===== src/rtl/serial_shift_out_if.sv =====
// serial_shift_out_if -- load handshake and serial output bundle for serial_shift_out.
//
// Signals:
//   load_valid  : producer requests a frame load
//   load_data   : frame to send (WIDTH bits, LSB goes out first)
//   load_ready  : shifter can accept a load this cycle
//   abort       : synchronous frame cancel
//   serial_out  : serial data line, idle level 0
//   bit_strobe  : one-cycle pulse at the last cycle of each bit period
//   busy        : frame in flight
//   done        : one-cycle pulse when a frame completes normally
//
// Modports: master = producer / line observer, slave = the shifter.
interface serial_shift_out_if #(
  parameter int WIDTH = 10
);
  logic             load_valid;
  logic [WIDTH-1:0] load_data;
  logic             load_ready;
  logic             abort;
  logic             serial_out;
  logic             bit_strobe;
  logic             busy;
  logic             done;

  modport master (
    output load_valid, load_data, abort,
    input  load_ready, serial_out, bit_strobe, busy, done
  );

  modport slave (
    input  load_valid, load_data, abort,
    output load_ready, serial_out, bit_strobe, busy, done
  );
endinterface


===== src/rtl/serial_shift_out.sv =====
// serial_shift_out -- parallel-load, LSB-first serial shifter with a
// 2^PERIOD_BITS clock-cycle bit period.
//
// Ports:
//   clock   : single rising-edge clock
//   reset_n : asynchronous active-low reset
//   bus     : serial_shift_out_if.slave (load handshake, abort, serial line,
//             bit_strobe, busy, done)
//
// Parameters:
//   WIDTH       : bits per frame (2..32)
//   PERIOD_BITS : bit period is 2^PERIOD_BITS cycles (1..24)
module serial_shift_out #(
  parameter int WIDTH       = 10,
  parameter int PERIOD_BITS = 22
) (
  input  logic               clock,
  input  logic               reset_n,
  serial_shift_out_if.slave  bus
);

  localparam int CNT_W = (WIDTH > 1) ? $clog2(WIDTH) : 1;
  localparam logic [CNT_W-1:0] LAST_BIT = CNT_W'(WIDTH - 1);

  typedef enum logic {
    IDLE  = 1'b0,
    SHIFT = 1'b1
  } state_t;

  state_t                 state_r;
  logic [WIDTH-1:0]       shift_r;
  logic [CNT_W-1:0]       bit_cnt_r;
  logic [PERIOD_BITS-1:0] period_r;
  logic                   serial_r;
  logic                   done_r;

  logic load_ready_s;
  logic accept_s;
  logic period_end_s;
  logic bit_strobe_s;

  // Handshake and strobe decode from the current registered state.
  assign load_ready_s = (state_r == IDLE) && !bus.abort;
  assign accept_s     = bus.load_valid && load_ready_s;
  assign period_end_s = (period_r == {PERIOD_BITS{1'b1}});
  assign bit_strobe_s = (state_r == SHIFT) && period_end_s;

  assign bus.load_ready = load_ready_s;
  assign bus.serial_out = serial_r;
  assign bus.bit_strobe = bit_strobe_s;
  assign bus.busy       = (state_r == SHIFT);
  assign bus.done       = done_r;

  // Frame FSM: load, per-period shifting, completion and abort.
  always_ff @(posedge clock or negedge reset_n) begin
    if (!reset_n) begin
      state_r   <= IDLE;
      shift_r   <= {WIDTH{1'b0}};
      bit_cnt_r <= {CNT_W{1'b0}};
      period_r  <= {PERIOD_BITS{1'b0}};
      serial_r  <= 1'b0;
      done_r    <= 1'b0;
    end else begin
      case (state_r)
        IDLE: begin
          done_r <= 1'b0;
          if (accept_s) begin
            state_r   <= SHIFT;
            shift_r   <= bus.load_data;
            bit_cnt_r <= {CNT_W{1'b0}};
            period_r  <= {PERIOD_BITS{1'b0}};
            // First bit is on the line the cycle after acceptance.
            serial_r  <= bus.load_data[0];
          end else begin
            period_r <= {PERIOD_BITS{1'b0}};
            serial_r <= 1'b0;
          end
        end
        SHIFT: begin
          done_r <= 1'b0;
          if (bus.abort) begin
            // Abort wins over everything, including the final strobe.
            state_r   <= IDLE;
            shift_r   <= {WIDTH{1'b0}};
            bit_cnt_r <= {CNT_W{1'b0}};
            period_r  <= {PERIOD_BITS{1'b0}};
            serial_r  <= 1'b0;
          end else if (bit_strobe_s) begin
            period_r <= {PERIOD_BITS{1'b0}};
            if (bit_cnt_r == LAST_BIT) begin
              state_r   <= IDLE;
              shift_r   <= {WIDTH{1'b0}};
              bit_cnt_r <= {CNT_W{1'b0}};
              serial_r  <= 1'b0;
              done_r    <= 1'b1;
            end else begin
              shift_r   <= {1'b0, shift_r[WIDTH-1:1]};
              bit_cnt_r <= bit_cnt_r + CNT_W'(1);
              // Next bit goes straight to the registered line output.
              serial_r  <= shift_r[1];
            end
          end else begin
            period_r <= period_r + PERIOD_BITS'(1);
          end
        end
        default: begin
          state_r   <= IDLE;
          shift_r   <= {WIDTH{1'b0}};
          bit_cnt_r <= {CNT_W{1'b0}};
          period_r  <= {PERIOD_BITS{1'b0}};
          serial_r  <= 1'b0;
          done_r    <= 1'b0;
        end
      endcase
    end
  end

endmodule


===== src/flat_wrapper.sv =====
// flat-port wrapper written by rule: the top's interface ports become plain ports
module serial_shift_out_flat 
#(
  parameter int WIDTH       = 10,
  parameter int PERIOD_BITS = 22
)
  (clock, reset_n, bus_load_valid, bus_load_data, bus_abort, bus_load_ready, bus_serial_out, bus_bit_strobe, bus_busy, bus_done);
  serial_shift_out_if #(.WIDTH(WIDTH)) bus_i ();
  input  logic clock;
  input  logic reset_n;
  input wire logic [$bits(bus_i.load_valid)-1:0] bus_load_valid;
  input wire logic [$bits(bus_i.load_data)-1:0] bus_load_data;
  input wire logic [$bits(bus_i.abort)-1:0] bus_abort;
  output wire logic [$bits(bus_i.load_ready)-1:0] bus_load_ready;
  output wire logic [$bits(bus_i.serial_out)-1:0] bus_serial_out;
  output wire logic [$bits(bus_i.bit_strobe)-1:0] bus_bit_strobe;
  output wire logic [$bits(bus_i.busy)-1:0] bus_busy;
  output wire logic [$bits(bus_i.done)-1:0] bus_done;
  assign bus_i.load_valid = bus_load_valid;
  assign bus_i.load_data = bus_load_data;
  assign bus_i.abort = bus_abort;
  assign bus_load_ready = bus_i.load_ready;
  assign bus_serial_out = bus_i.serial_out;
  assign bus_bit_strobe = bus_i.bit_strobe;
  assign bus_busy = bus_i.busy;
  assign bus_done = bus_i.done;
  serial_shift_out #(.WIDTH(WIDTH), .PERIOD_BITS(PERIOD_BITS)) u_core (.clock(clock), .reset_n(reset_n), .bus(bus_i));
endmodule

===== config.mk =====
export PLATFORM = sky130hd
export DESIGN_NAME = serial_shift_out_flat
export DESIGN_NICKNAME = d
export VERILOG_FILES = /design/src/rtl/serial_shift_out_if.sv /design/src/rtl/serial_shift_out.sv /design/src/flat_wrapper.sv
export SDC_FILE = /design/constraint.sdc
export NUM_CORES = 1
export LEC_CHECK = 0
export ABC_AREA = 1
export BUFFER_PORTS_ARGS = -buffer_cell sky130_fd_sc_hd__buf_2
export CAP_MARGIN = 25
export CORE_UTILIZATION = 57
export CTS_CLUSTER_SIZE = 20
export DETAILED_ROUTE_END_ITERATION = 12
export HOLD_SLACK_MARGIN = 0.05
export PLACE_DENSITY = 0.77
export SKIP_LAST_GASP = 1
export SYNTH_ARGS = -nofsm -noshare
export SYNTH_HDL_FRONTEND = slang
export SYNTH_SLANG_ARGS = --single-unit

===== constraint.sdc =====
create_clock -name clock -period 5.4 [get_ports clock]
set_clock_uncertainty 0.2 [all_clocks]
set_input_delay 0.54 -clock clock [delete_from_list [all_inputs] [get_ports clock]]
set_output_delay 0.54 -clock clock [all_outputs]
set_load 0.01 [all_outputs]

## Word-level counts from Yosys, hierarchy flattened

Index checks and enable logic that the tools add are counted.

| word-level totals | value |
|---|---|
| bits in latches | 0 |
| input bits | 14 |
| memories kept | 0 |
| output and inout bits | 5 |
| memory bits (read-only) | 0 |
| flip-flop bits (word level) | 39 |
| word-level logic and storage cells | 45 |
| bits in writable memories | 0 |

| cells by class | value |
|---|---|
| div/mod/pow operators | 0 |
| multipliers | 0 |
| order comparisons | 0 |
| equality and inequality tests | 4 |
| shifts and indexed selects | 0 |
| bitwise operators | 1 |
| reduce and logical (&&, ||, !) cells | 5 |
| muxes and demuxes | 27 |
| $add $sub $neg | 2 |

Operators with widths:

| operator | number |
|---|---|
| two-way mux 22 bit | 2 |
| case mux 22 bit (2 select lines) | 1 |
| two-way mux 10 bit | 3 |
| adder 22 x 1 -> 22 bit, second input constant | 1 |
| == test 22 bit, second input constant | 1 |
| case mux 10 bit (2 select lines) | 1 |
| two-way mux 4 bit | 4 |
| two-way mux 1 bit | 11 |
| two-way mux 9 bit | 1 |
| case mux 4 bit (2 select lines) | 1 |
| case mux 1 bit (2 select lines) | 3 |
| adder 4 x 1 -> 4 bit, second input constant | 1 |
| == test 4 bit, second input constant | 1 |
| logical AND 1 bit | 3 |
| != test 3 bit, second input constant | 1 |
| != test 2 x 1 -> 1 bit, second input constant | 1 |
| AND reduction 2 bit | 1 |
| logical NOT 1 bit | 1 |
| inverter 1 bit | 1 |

## Longest topological paths before layout

| depth | value |
|---|---|
| depth in word-level cells | 5 |
| mapped depth | 11 |
| depth with buffers taken out | 10 |

## Least setup slack after synthesis

OpenSTA, ideal clock, no wires.

| path | value |
|---|---|
| kind | register to output |
| start | register u_core.period_r[0] |
| end | output port bus_bit_strobe |
| setup slack | 3.535 ns |
| required time | 4.660 ns |
| cell stages (with the launch flop) | 8 |
| data arrival time | 1.125 ns |
| path buffers | 0 |
| cells stage by stage | dfrtp_1 ha_1 nand2_1 nor2_4 nand2_4 nor2_8 nand2_4 inv_1 |

| between the ends | value |
|---|---|
| word-level cells in the longest chain between the ends | 2 |

Ends and longest elaborated chain:

| item | RTL line | RTL |
|---|---|---|
| start: declaration | serial_shift_out.sv:33 | `logic [PERIOD_BITS-1:0] period_r;` |
| start signal: assignment | serial_shift_out.sv:60 | `period_r <= {PERIOD_BITS{1'b0}};` |
| start signal: assignment | serial_shift_out.sv:71 | `period_r <= {PERIOD_BITS{1'b0}};` |
| start signal: assignment | serial_shift_out.sv:75 | `period_r <= {PERIOD_BITS{1'b0}};` |
| == test 22 bit | serial_shift_out.sv:45 | `assign period_end_s = (period_r == {PERIOD_BITS{1'b1}});` |
| logical AND 1 bit | serial_shift_out.sv:46 | `assign bit_strobe_s = (state_r == SHIFT) && period_end_s;` |
| end: declaration | flat_wrapper.sv:16 | `output wire logic [$bits(bus_i.bit_strobe)-1:0] bus_bit_strobe;` |

No other way between the ends.

## Worst setup path after layout

Same ends and word-level chain as after synthesis.

==> summary by stage <==
Outcome
The run finished with clean final reports.

Die
The die area is 3810 µm². The die extent in x is 61.7 µm. The initial utilization of the core area, before any placement, comes to 0.604. The I/O pin count is 19.

The row count is 21. The die is 61.7 µm tall. In this run the standard cell core region covers 3360 µm².

Synth
The largest area contributor in the netlist is sky130_fd_sc_hd__dfrtp_1. The dominant register cell in the synthesized netlist is sky130_fd_sc_hd__dfrtp_1. The portion of synthesized cell area occupied by the leading cell type is 0.468. When the netlist entered floorplanning its net count stood at 277. The register bit total from synthesis is 38. The average size of a mapped cell is 7.81 µm². The fraction of registers with async set or reset after synthesis is 1.00.

The number of warnings issued by yosys is 0. The netlist uses 23 different library cells. The gate count after technology mapping is 260. Sorting the synthesized cells by area gives the leading types as sky130_fd_sc_hd__dfrtp_1, sky130_fd_sc_hd__nand2_1, sky130_fd_sc_hd__nand3_1. For this run, the register share of the synthesized area comes to 0.468. The cell area after synthesis is 2030 µm².

Counting flops with a built-in enable in the synthesized netlist gives 0.

Place
Summed over all nets, the half-perimeter wirelength after detailed placement is 2670 µm. The congestion estimate from routability-driven global placement came to 0.789. Summing all placed instances gives a cell area of 2120 µm². In this run the tool buffered the top-level ports with 18 buffer cells.

The placed cell count is 316.

Global route
In the global route stage, overall resource usage came out at 0.232. The pin count of the biggest net entering global routing is 39. After global routing the overflow that remains totals 0. The via count of the first global-routing pass is 1541.

The wire length of the first global-routing pass is 6350 µm. The number of antenna violations at the first check in global routing is 0.

Layout
The final layout contains 294 nets. The area added between synthesis and finish is 7.52%. The number of non-filler instances in the completed layout is 324. The combined area of the multi-input logic cells is 953 µm².

The number of antenna diodes is 0. The final cell utilization of the core is 0.649. After filler insertion, the fill cell instance count of the layout stands at 313. The fraction of layout instances using a drive strength above 1 is 0.133. After routing the design area is 2180 µm². The combined flip-flop and latch cell area is 951 µm².

Timing
Dividing the final minimum period by the clock period gives 0.447. The total setup violations reported at the end of the flow is 0. The fmax is 415 MHz.

The worst relative slew slack is 0.448. At the pin with the least slew margin, the transition time is 0.829 ns. Setup repair after global routing left no endpoint under its margin. Setup total negative slack on the finished layout was measured at 0 ns.

The smallest clock period supported by the final layout is computed as 2.41 ns. The hold violation count in the final report came to 0. The hold slack is 0.0802 ns. The final-report max-slew violation count is 0.

Pwr
Of the total power, combinational logic draws 0.189. Of the total power, registers draw 0.553. The net switching power is 0.198 mW. Of the total power, the share spent switching nets is 0.321. The clock power share is 0.258. In this run the power density over the cells is 282 nW/µm².

The leakage power of the design is 1.14 nW. The internal power is 0.418 mW. The largest vdd supply drop is 0.000169 V.

Setup path
STA classifies the critical path startpoint as a register. The critical path data required time is 4.66 ns. The setup check on the worst reg-to-reg path leaves a slack of 3.27 ns. In this run the worst path has a maximum fanout of 5. The critical path data arrival time is 1.67 ns. The endpoint type of the worst setup path is an output pin. The worst setup path is of the reg -> out kind.

CTS
The clock passes through at most 2 buffers. The latest clock arrival within the worst-skew pair is 0.34 ns. The clock tree from TritonCTS is yes. Clock-pin slew was measured on the worst setup and hold paths at 0.12 ns.

Hold repair after CTS inserted 0 buffers. The number of setup buffers added after CTS is 0. Counting the buffers created by CTS gives 5. The count of H-tree levels built during CTS is 2.

Post-CTS repair changed the size of 0 cells. The number of clock sinks seen by CTS is 38. The tree is rooted in a sky130_fd_sc_hd__clkbuf_4.

Job
Max-cap violations in this run came to 0.

Min path
The min-delay analysis places its worst path in the category in -> async.

Drt
Summed over all nets, wire length on met3 after detailed routing comes to 108 µm. After detailed routing, the met2 layer carries 1890 µm of wire. After detailed routing, the number of remaining DRC violations is 0. The count of nets left with antenna violations after detail routing is 0. The per-cell via count in the routed design is 5.15. Dividing the detail-routed wire length by the instance count gives 11.8 µm. The number of violations reported at the end of detailed-routing iteration 0 is 92.

After detailed routing, the total wire length is 3820 µm. Signal routing reaches up to met4. After detailed routing, the wire length on met1 is 1780 µm. The vias after detailed routing is 1670.

For this run, the detailed router's first-pass iteration total came to 4.
-- worst paths after layout --
path                                              start                             to  cells after the start
setup / recovery           u_core.period_r[0]$_DFF_PN0_                 bus_bit_strobe                      8
hold / removal                                  reset_n  u_core.period_r[10]$_DFF_PN0_                      1
setup reg to reg              u_core.bus.busy$_DFF_PN0_  u_core.period_r[19]$_DFF_PN0_                      6
hold reg to reg            u_core.period_r[0]$_DFF_PN0_   u_core.period_r[0]$_DFF_PN0_                      1
max in group asynchronous                       reset_n  u_core.shift_r[8]$_DFFE_PN0P_                      1
min in group clock                     bus_load_data[9]  u_core.shift_r[9]$_DFFE_PN0P_                      3
-- per-stage QoR --
| step | setup WS [ns] | power, mW |
|---|---|---|
| final | 2.99 | 0.616 |
| after global routing | 2.83 | 0.656 |
| after CTS | 2.96 | 0.620 |
| after detailed placement | 3.22 | 0.461 |
| after global placement | 3.31 | 0.459 |
| after floorplan | 3.53 | 0.436 |
-- power by group through the flow --
stage / Sequential [mW] / Clock (mW) / Combinational, mW
floorplan: 0.342 / 0 / 0.0940
CTS: 0.340 / 0.164 / 0.117
finish: 0.340 / 0.159 / 0.117
detailed placement: 0.345 / 0 / 0.117
global route: 0.344 / 0.177 / 0.134
global placement: 0.345 / 0 / 0.114
-- state kept, by name (all words and copies together), names as in the netlist --
name and cells:
u_core.bit_cnt_r 4, u_core.bus.busy 1, u_core.bus.done 1, u_core.bus.serial_out 1, u_core.period_r 22, u_core.shift_r 9
-- metal layers --
layer	vias up	global-route usage
li1	857	-
met1	782	0.279
met2	25	0.389
met3	6	0.0714
met4	0	0.0889
met5	-	0
-- cell usage after synthesis, types with 2 or more instances --
master                     count
sky130_fd_sc_hd__dfrtp_1      38
sky130_fd_sc_hd__ha_1          3
sky130_fd_sc_hd__nand2_4       4
sky130_fd_sc_hd__buf_2         2
sky130_fd_sc_hd__a21oi_1       4
sky130_fd_sc_hd__nor2_1       44
sky130_fd_sc_hd__xor2_1        7
sky130_fd_sc_hd__inv_1        16
sky130_fd_sc_hd__buf_6         3
sky130_fd_sc_hd__inv_2         2
sky130_fd_sc_hd__clkbuf_1      2
sky130_fd_sc_hd__xnor2_1       4
sky130_fd_sc_hd__nor3_1        7
sky130_fd_sc_hd__nor2_4        2
sky130_fd_sc_hd__nand4_1       3
sky130_fd_sc_hd__nand2_1      79
sky130_fd_sc_hd__nand3_1      34
-- final cells by class --
class                           instances  share of cell area
Clock buffer                            6              0.0235
Timing Repair Buffer                   18              0.0413
Inverter                               18              0.0309
Clock inverter                          2             0.00573
Multi-Input combinational cell        196               0.437
Sequential cell                        38               0.436
Tap cell                               46              0.0264
-- cells in the final DEF, fill, tap and decap left out, drive strengths merged, types with 6 or more instances in the layout --
| master | count |
|---|---|
| nand2 | 84 |
| nor2 | 48 |
| dfrtp | 38 |
| nand3 | 34 |
| buf | 18 |
| inv | 18 |
| nor3 | 7 |
| xor2 | 7 |
| clkbuf | 6 |
-- cell families after synthesis --
kind of cell               synth area share
adders and majority gates            0.0185
buffers and inverters                0.0622
xor gates and xnor gates             0.0474
AOI/OAI and AO/OA                    0.0129
DFF                                   0.468
and+or+nand+nor                       0.391
-- worst max-delay path, stage by stage, from the launching register on --
cell,delay (ns)
sky130_fd_sc_hd__dfrtp_1,0.39
sky130_fd_sc_hd__ha_1,0.17
sky130_fd_sc_hd__nand2_1,0.10
sky130_fd_sc_hd__nor2_4,0.16
sky130_fd_sc_hd__nand2_4,0.09
sky130_fd_sc_hd__nor2_8,0.15
sky130_fd_sc_hd__nand2_4,0.08
sky130_fd_sc_hd__inv_1,0.05
sky130_fd_sc_hd__buf_2,0.12
No activity file was read; power rests on OpenSTA's default activity.
